`src/rtl/rob_multi.sv`:
```
// rob_multi: parametrised reorder buffer with multi-port completion,
// multi-lane in-order retirement and mispredict-triggered squash.
//
// Ports:
//   clock, reset         rising-edge clock, asynchronous active-high reset
//   dispatch_*           allocate one entry at the tail (areg, T, Told, has_dest)
//   dispatch_ready/idx   room available / ROB tag handed to the dispatching op
//   complete_*           CDB_WIDTH completion ports (packed indices, mispred)
//   retire_*             RETIRE_WIDTH retire lanes (packed per lane)
//   squash               a retiring lane carries a mispredict; flush everything
//   count                occupied entries
module rob_multi #(
  parameter  int DEPTH        = 32,
  parameter  int RETIRE_WIDTH = 2,
  parameter  int CDB_WIDTH    = 2,
  parameter  int PREG_W       = 6,
  parameter  int AREG_W       = 5,
  localparam int IDX_W        = $clog2(DEPTH)
) (
  input  logic                           clock,
  input  logic                           reset,
  input  logic                           dispatch_en,
  input  logic [AREG_W-1:0]              dispatch_areg,
  input  logic [PREG_W-1:0]              dispatch_t,
  input  logic [PREG_W-1:0]              dispatch_t_old,
  input  logic                           dispatch_has_dest,
  output logic                           dispatch_ready,
  output logic [IDX_W-1:0]               dispatch_idx,
  input  logic [CDB_WIDTH-1:0]           complete_en,
  input  logic [CDB_WIDTH*IDX_W-1:0]     complete_idx,
  input  logic [CDB_WIDTH-1:0]           complete_mispred,
  output logic [RETIRE_WIDTH-1:0]        retire_en,
  output logic [RETIRE_WIDTH*AREG_W-1:0] retire_areg,
  output logic [RETIRE_WIDTH*PREG_W-1:0] retire_t,
  output logic [RETIRE_WIDTH*PREG_W-1:0] retire_t_old,
  output logic [RETIRE_WIDTH-1:0]        retire_has_dest,
  output logic                           squash,
  output logic [IDX_W:0]                 count
);

  // Per-entry status bits (reset) and payload (no reset needed)
  logic [DEPTH-1:0]  valid_q, valid_d;
  logic [DEPTH-1:0]  complete_q, complete_d;
  logic [DEPTH-1:0]  mispred_q, mispred_d;
  logic [AREG_W-1:0] areg_q     [DEPTH];
  logic [PREG_W-1:0] t_q        [DEPTH];
  logic [PREG_W-1:0] t_old_q    [DEPTH];
  logic              has_dest_q [DEPTH];

  logic [IDX_W-1:0]  head_q, head_d;
  logic [IDX_W-1:0]  tail_q, tail_d;
  logic [IDX_W:0]    count_q, count_d;

  logic [IDX_W-1:0]  lane_idx [RETIRE_WIDTH];
  logic [IDX_W-1:0]  cdb_idx  [CDB_WIDTH];
  logic [IDX_W:0]    retire_cnt;
  logic              dispatch_accept;
  logic              blocked;

  assign count          = count_q;
  assign dispatch_idx   = tail_q;
  assign dispatch_ready = (count_q != (IDX_W+1)'(DEPTH));
  assign dispatch_accept = dispatch_en && dispatch_ready && !squash;

  always_comb begin
    for (int unsigned k = 0; k < RETIRE_WIDTH; k++) begin
      lane_idx[k] = head_q + IDX_W'(k);   // wraps naturally mod DEPTH
    end
    for (int unsigned k = 0; k < CDB_WIDTH; k++) begin
      cdb_idx[k] = complete_idx[k*IDX_W +: IDX_W];
    end
  end

  // Retire lanes: a lane retires only if every older lane retires too and
  // no older lane is a mispredicted branch.
  always_comb begin
    retire_en       = '0;
    retire_areg     = '0;
    retire_t        = '0;
    retire_t_old    = '0;
    retire_has_dest = '0;
    squash          = 1'b0;
    blocked         = 1'b0;
    retire_cnt      = '0;
    for (int unsigned k = 0; k < RETIRE_WIDTH; k++) begin
      retire_areg[k*AREG_W +: AREG_W]  = areg_q[lane_idx[k]];
      retire_t[k*PREG_W +: PREG_W]     = t_q[lane_idx[k]];
      retire_t_old[k*PREG_W +: PREG_W] = t_old_q[lane_idx[k]];
      retire_has_dest[k]               = has_dest_q[lane_idx[k]];
      if (!blocked && valid_q[lane_idx[k]] && complete_q[lane_idx[k]]) begin
        retire_en[k] = 1'b1;
        retire_cnt   = retire_cnt + 1'b1;
        if (mispred_q[lane_idx[k]]) begin
          squash  = 1'b1;
          blocked = 1'b1;
        end
      end else begin
        blocked = 1'b1;
      end
    end
  end

  // Next state. Retire clearing is applied after completion so an entry
  // retiring this cycle never keeps stale status bits.
  always_comb begin
    valid_d    = valid_q;
    complete_d = complete_q;
    mispred_d  = mispred_q;
    head_d     = head_q;
    tail_d     = tail_q;
    count_d    = count_q;
    if (squash) begin
      valid_d    = '0;
      complete_d = '0;
      mispred_d  = '0;
      head_d     = tail_q;
      count_d    = '0;
    end else begin
      // Later ports overwrite earlier ones, so the highest port wins mispred
      for (int unsigned k = 0; k < CDB_WIDTH; k++) begin
        if (complete_en[k] && valid_q[cdb_idx[k]]) begin
          complete_d[cdb_idx[k]] = 1'b1;
          mispred_d[cdb_idx[k]]  = complete_mispred[k];
        end
      end
      for (int unsigned k = 0; k < RETIRE_WIDTH; k++) begin
        if (retire_en[k]) begin
          valid_d[lane_idx[k]]    = 1'b0;
          complete_d[lane_idx[k]] = 1'b0;
          mispred_d[lane_idx[k]]  = 1'b0;
        end
      end
      if (dispatch_accept) begin
        valid_d[tail_q]    = 1'b1;
        complete_d[tail_q] = 1'b0;
        mispred_d[tail_q]  = 1'b0;
        tail_d             = tail_q + 1'b1;
      end
      head_d  = head_q + retire_cnt[IDX_W-1:0];
      count_d = count_q + {{IDX_W{1'b0}}, dispatch_accept} - retire_cnt;
    end
  end

  always_ff @(posedge clock or posedge reset) begin
    if (reset) begin
      valid_q    <= '0;
      complete_q <= '0;
      mispred_q  <= '0;
      head_q     <= '0;
      tail_q     <= '0;
      count_q    <= '0;
    end else begin
      valid_q    <= valid_d;
      complete_q <= complete_d;
      mispred_q  <= mispred_d;
      head_q     <= head_d;
      tail_q     <= tail_d;
      count_q    <= count_d;
    end
  end

  always_ff @(posedge clock) begin
    if (dispatch_accept) begin
      areg_q[tail_q]     <= dispatch_areg;
      t_q[tail_q]        <= dispatch_t;
      t_old_q[tail_q]    <= dispatch_t_old;
      has_dest_q[tail_q] <= dispatch_has_dest;
    end
  end

endmodule

```
`config.mk`:
```
export PLATFORM = sky130hd
export DESIGN_NAME = rob_multi
export DESIGN_NICKNAME = d
export VERILOG_FILES = /design/src/rtl/rob_multi.sv
export SDC_FILE = /design/constraint.sdc
export NUM_CORES = 1
export LEC_CHECK = 0
export CORE_ASPECT_RATIO = 2
export CORE_MARGIN = 1
export CORE_UTILIZATION = 60
export CTS_CLUSTER_SIZE = 16
export DETAILED_ROUTE_END_ITERATION = 10
export PLACE_DENSITY = 0.78
export SETUP_SLACK_MARGIN = 0.15
export SYNTH_ARGS = -nofsm -noshare
export SYNTH_HDL_FRONTEND = slang
export SYNTH_SLANG_ARGS = --single-unit
```
`constraint.sdc`:
```
create_clock -name clock -period 20.7 [get_ports clock]
set_input_delay 2.07 -clock clock [delete_from_list [all_inputs] [get_ports clock]]
set_output_delay 2.07 -clock clock [all_outputs]
set_load 0.05 [all_outputs]
```
==> results of run 1 <==
[state kept, by name, summed over array words and instances (netlist names)]
name / cells
areg_q: 160
complete_q: 32
count: 6
dispatch_idx: 5
has_dest_q: 32
head_q: 5
mispred_q: 32
t_old_q: 192
t_q: 192
valid_q: 32
[metal layers]
metal | track usage [%] | wire length (um) | up-vias
met5 | 0.0817 | 93 | -
met4 | 47.9 | 17600 | 12
met3 | 15.6 | 16200 | 852
met2 | 71.6 | 64000 | 2445
met1 | 47.2 | 37600 | 12602
li1 | - | - | 9444
[cells in the final DEF, fill, tap and decap left out, drive strengths merged, types with 19 or more instances in the layout]
master / count
nor2: 83
a21oi: 50
inv: 25
ha: 19
nor3: 31
mux4: 327
nand4: 24
o21ai: 26
clkinv: 23
and2: 19
o22ai: 29
edfxtp: 576
nand3: 48
and3: 21
a22oi: 75
a221oi: 20
a22o: 23
clkbuf: 71
dfrtp: 112
nand2: 153
clkdlybuf4s50: 85
mux2i: 103
mux2: 35
nor4: 41
buf: 70
[cell type report]
cell class	instances	area share [%]
repair buffers	156	3.62
flip-flops and latches	688	51.2
diodes	14	0.0892
clock buffers	70	3.92
multi-input cells	1353	37.5
well taps	762	2.43
clock inverters	38	1.05
inverters	21	0.207
[power groups by stage]
stage	registers (mW)	logic [mW]	clock network [mW]
floorplan	1.82	2.38	0
global placement	1.96	3.36	0
detailed placement	1.97	3.39	0
CTS	1.94	3.43	1.15
global route	1.97	3.63	1.20
finish	1.98	3.52	1.16
[critical path: cells and delay by family (launching register included)]
family / cells / cell delay, ns
AOI/OAI and AO/OA: 1 / 0.37
xor gates and xnor gates: 1 / 0.94
DFF: 1 / 1.05
muxes: 1 / 0.21
and+or+nand+nor: 4 / 1.67
adders and majority gates: 1 / 0.61
buffers and inverters: 2 / 1.55
[worst max path at each step]
stage,from,end,slack (ns),cells after the start
floorplan,head_q[0],retire_t_old[10],13.02,19
global placement,head_q[1],squash,12.41,10
detailed placement,head_q[1],squash,12.27,10
CTS,head_q[1],squash,11.61,10
global route,head_q[1],squash,11.20,10
finish,head_q[1],squash,11.36,10
[cells by family after synthesis]
kind of cell    Yosys count  synth area share (%)
compound gates          330                  6.80
xor+xnor                 14                 0.409
flops                   688                  56.6
simple gates            523                  8.01
fa+ha+maj                21                 0.782
mux                     465                  24.7
buf+inv                 200                  2.65
[stage by stage]
stage	hold WS [ns]	instances
2_1_floorplan	0.485	2241
6_report	0.529	3102
5_1_grt	0.556	3092
3_3_place_gp	0.521	2977
4_1_cts	0.527	3085
3_5_place_dp	0.514	2977
==> metrics.md, run 1 <==
| Metric | Value |
|---|---|
| Crit share post-route | `a little under half` |
| Final Wtd Congestion | `roughly 1.1` |
| Utilization after layout | `around two thirds` |
| Total setup buffers inserted after CTS | `0` |
| # clock sinks | `between 600 and 700` |
| Cell area after placement | `~37000 um2` |
| Switching Power | `2.95 mW` |
| # DRC | `0` |
| Seq/Total Area, Yosys | `56.6%` |
| Synth Flop Type | `edfxtp_1` |
| Router iterations before antenna repair | `6` |
| IO Port Bufs | `85` |
| Clock latency on the worst-skew pair | `0.68 ns` |
| Top cells by area, synth | `edfxtp_1 (49%), mux4_2 (21%), dfrtp_1 (7.9%)` |
| Hold Startpoint | `complete_q[21]` |
| Fill cells | `3758` |
| Setup WS post-layout | `around 11 ns` |
| Cell count of the worst reg-to-reg path | `13` |
| Failing checks | `max-capacitance violations, max-slew violations` |
| Total negative setup slack | `0 ns` |
| Root buffer cell | `clkbuf_16` |
| Min-Delay Path Class | `flip-flop to flip-flop` |
| Initial antenna violation count | `16` |
| Antenna Violating Nets Remaining | `0` |
| Post-synth EDFFs | `roughly 580` |
| Leading area contributor after synthesis | `edfxtp_1` |
| CP Max Fanout | `97` |
| Maximum vdd drop | `about 0.17 mV` |
| Die Wd | `approximately 170 um` |
| Crit Path Category | `flip-flop to primary output` |
| Clock transition at path regs | `about 0.07 ns` |
| Synthesized net count | `around 2300` |
| CTS tree | `done` |
| Num CTS Buffers | `a little under 60` |
| Number of H-tree branching levels | `2` |
| FF/Latch Area | `just over 20000 um2` |
| Worst setup SP type | `flip-flop` |
| Worst slew pin tran | `1.56 ns` |
| Multi-input gate area | `14700 um2` |
| Vias per inst | `just over 8` |
| Worst clock skew | `between 0.03 and 0.04 ns` |
| Hold_buf cts | `0` |
| FMAX | `~110 MHz` |
| Largest net degree at the start of global routing | `150` |
| CP Data Arrival Time | `~7.3 ns` |
| Core area | `58300 um2` |
| DP Worst Slack | `about 12 ns` |
| Drt wl/cell | `43.7 um` |
| Int Power | `3.70 mW` |
| Max-cap violations | `3` |
| Count leader, synth | `edfxtp_1` |
| Full die area | `roughly 60000 um2` |
| Final wirelength | `between 100000 and 150000 um` |
| Cells after Synth | `between 2000 and 2500` |
| R2r setup slk | `approximately 13 ns` |
| Area grow syn2layout | `10.5%` |
| Worst-path cell chain | `buf_12, ha_1, nand3_2, xnor2_2, mux2i_1, a32o_1, nor4b_2, and4_4, or2_4, clkdlybuf4s50_1` |
| Final nets | `around 2300` |
| Synth top area share | `48.7%` |
| CTS-repair resized insts | `0` |
| Commonest cells post-synth | `edfxtp_1 (576), mux4_2 (327), nand2_1 (152)` |
| Asr flop ratio synth | `between 15 and 20%` |
| Share of cells above drive strength 1 | `26.6%` |
| Initial DRC count | `roughly 3800` |
| Final hold violation count | `0` |
| Sequential power share | `29.7%` |
| Worst Path Required | `~19 ns` |
| Mean Syn Cell Area | `roughly 16 um2` |
| Max Root-Sink Buffers | `3` |
| Critical path's slowest cell | `dfrtp_4` |
| Critical R2R Capture | `t_q[27][0]` |
| Initial core utilization | `60.9%` |
| PwrDens | `about 170 nW/um2` |
| Vias in the first global route | `roughly 25000` |
| Worst Hold End | `complete_q[21]` |
| Fin. max-slew vios | `12` |
| GRT Overall Usage | `roughly 46%` |
| Leakage | `approximately 13 nW` |
| Synthesized area | `between 30000 and 40000 um2` |
| Crit path largest cell delay | `roughly 1.1 ns` |
| Power Total | `6.65 mW` |
| Core Rows | `roughly 130` |
| Distinct cells, synth | `between 90 and 100` |
| Post-detail-place hpwl | `around 85000 um` |
| Design area | `39300 um2` |
| I/O pin cnt | `86` |
| Tmin final | `slightly above 9 ns` |
| Outcome | `finished with violations` |
| Setup crit end kind | `primary output` |
| Final Setup Violations | `0` |
| Via count | `~25000` |
| FF+latch count, synth | `688` |
| Max-slew headroom | `-4.64%` |
| Switching portion of total power | `between 40% and 50%` |
| Clock power frac | `between 10% and 20%` |
| First-pass GRT wire length | `about 190000 um` |
| RSZ-0062 raised after global routing | `no` |
| Die height | `346 um` |
| GR Overflow Total | `0` |
| Hold depth | `1` |
| Gate power share | `around 53%` |
| Syn. warnings | `0` |
| RR Startpoint | `head_q[1]` |
(Power assumes the default switching activity.)
==> inputs of run 2 (changes only) <==
- CORE_UTILIZATION: 60 -> 57
- PLACE_DENSITY: 0.78 -> 0.77
- clock period: 20.7 -> 7.5 ns (I/O delays scaled with it)
==> metrics.md, run 2 (same netlist as run 1, synthesis figures left out) <==
| Metric | Value |
|---|---|
| Max-cap violations | `1` |
| Initial antenna violation count | `10` |
| Critical path's slowest cell | `nor2_1` |
| Clock transition at path regs | `0.07 ns` |
| Router iterations before antenna repair | `9` |
| Core Rows | `approximately 130` |
| Largest net degree at the start of global routing | `between 100 and 150` |
| Worst slew pin tran | `between 1 and 1.5 ns` |
| PwrDens | `between 400 and 500 nW/um2` |
| Cell area after placement | `about 37000 um2` |
| Global route hottest layer | `met2` |
| Crit share post-route | `between 90% and 100%` |
| Top delay family on crit path | `simple AND/OR/NAND/NOR gates` |
| Worst clock skew | `around 0.027 ns` |
| Tmin final | `7.03 ns` |
| Setup crit end kind | `primary output` |
| Core area | `61700 um2` |
| Final Setup Violations | `0` |
| Most common cell after layout, fill and taps aside | `edfxtp_1` |
| Vias per inst | `approximately 8.0` |
| Via count | `24954` |
| Clock latency on the worst-skew pair | `around 0.66 ns` |
| Max-slew headroom | `under 10%` |
| Total negative setup slack | `0 ns` |
| Worst-path cell chain | `ha_1, nor2b_1, nand2b_1, nand2b_1, nor2_1, a22oi_1, nand3_1, clkdlybuf4s50_1` |
| Share of cells above drive strength 1 | `about a quarter` |
| Dpl cells | `3001` |
| Worst Path Required | `about 6.8 ns` |
| Final hold violation count | `0` |
| I/O pin cnt | `between 80 and 90` |
| Leakage | `approximately 13 nW` |
| Commonest non-fill, non-tap cells in the layout | `edfxtp_1 (576), mux4_2 (327), nand2_1 (152)` |
| Design area | `a little under 40000 um2` |
| Antenna Violating Nets Remaining | `0` |
| Multi-input gate area | `around 15000 um2` |
| Min-Delay Path Class | `flip-flop to flip-flop` |
| FMAX | `~140 MHz` |
| Largest regs | `t_old_q x192, t_q x192, areg_q x160` |
| Outcome | `finished with violations` |
| Hold_buf cts | `0` |
| RSZ-0062 raised after global routing | `no` |
| Initial DRC count | `about 3800` |
| Area grow syn2layout | `10.6%` |
| GR Util met1 | `between 40% and 50%` |
| Utilization after layout | `approximately 64%` |
| Final Wtd Congestion | `about 1.1` |
| FF/Latch Area | `about 20000 um2` |
| # clock sinks | `about 690` |
| Final wirelength | `~140000 um` |
| GR Layer Usage met3 | `15.9%` |
| First-pass GRT wire length | `193000 um` |
| IO Port Bufs | `85` |
| Drt wl/cell | `about 44 um` |
| Die Wd | `around 180 um` |
| Total setup buffers inserted after CTS | `0` |
| Most frequent CP cell | `nand2b_1` |
| Crit path largest cell delay | `around 1.3 ns` |
| Post-detail-place hpwl | `between 90000 and 100000 um` |
| Fin. max-slew vios | `0` |
| Num CTS Buffers | `slightly below 60` |
| Crit path buf inv count | `1` |
| Hold slack | `0.562 ns` |
| Number of H-tree branching levels | `2` |
| Worst setup SP type | `flip-flop` |
| GR Overflow Total | `0` |
| Fill cells | `4258` |
| CP Data Arrival Time | `6.28 ns` |
| CTS tree | `done` |
| GRT Overall Usage | `between 40% and 50%` |
| Met2 Resource Use GR | `70.7%` |
| CP Max Fanout | `34` |
| Final nets | `~2300` |
| Maximum vdd drop | `~0.47 mV` |
| # DRC | `0` |
| Root buffer cell | `clkbuf_16` |
| Max Root-Sink Buffers | `3` |
| Crit Path Category | `flip-flop to primary output` |
| Failing checks | `max-capacitance violations` |
| Fin cells | `3113` |
| CTS-repair resized insts | `0` |
| Initial core utilization | `between 50% and 60%` |
| Vias in the first global route | `approximately 25000` |
| Full die area | `between 60000 and 70000 um2` |
| Die height | `between 300 and 400 um` |
[run 2: changes by cell type in the layout (fill, tap and decap cells not counted), moves of 3 or more]
| cell | change |
|---|---|
| diode_2 | -11 |
| nor2_4 | +9 |
| nor2_2 | -8 |
| clkbuf_1 | +3 |
| clkinv_2 | -3 |
| clkinv_4 | -3 |
| clkinvlp_2 | +3 |
[run 2: routing by layer]
metal	vias up	wire length, um
li1	9428	-
met1	12571	38300
met2	2210	66200
met3	735	16300
met4	10	16400
met5	-	102
[run 2: cell type report]
type | instances | area share, %
multi-input combinational | 1353 | 37.6
clock inverter | 34 | 0.981
tap | 786 | 2.50
inverter | 21 | 0.207
sequential | 688 | 51.2
clock buffer | 73 | 3.95
antenna | 3 | 0.0191
timing repair buffer | 155 | 3.59
[run 2: worst paths after layout]
path | from | end | slack, ns | depth (start not counted)
min reg2reg | complete_q[21] | complete_q[21] | 0.56 | 1
min in group asynchronous | reset | mispred_q[10] | 0.60 | 2
min | complete_q[21] | complete_q[21] | 0.56 | 1
max in group asynchronous | reset | valid_q[18] | 5.55 | 3
max reg2reg | head_q[1] | areg_q[18][0] | 1.41 | 12
max | head_q[1] | retire_t[6] | 0.47 | 8
[run 2: report_power, final]
group / leakage (nW) / internal [mW] / switching (mW) / total, mW
clock network: 0.920 / 1.69 / 1.47 / 3.16
registers: 6.56 / 4.63 / 0.833 / 5.46
logic: 5.61 / 3.90 / 6.05 / 9.95
total: 13.1 / 10.2 / 8.35 / 18.6
[run 2: through the flow]
| stage | total power [mW] | setup WS (ns) |
|---|---|---|
| 3_3_place_gp | 14.9 | 1.51 |
| 6_report | 18.6 | 0.468 |
| 3_5_place_dp | 15.0 | 1.50 |
| 2_1_floorplan | 11.6 | 0.773 |
| 4_1_cts | 18.2 | 0.813 |
| 5_1_grt | 19.0 | 0.596 |
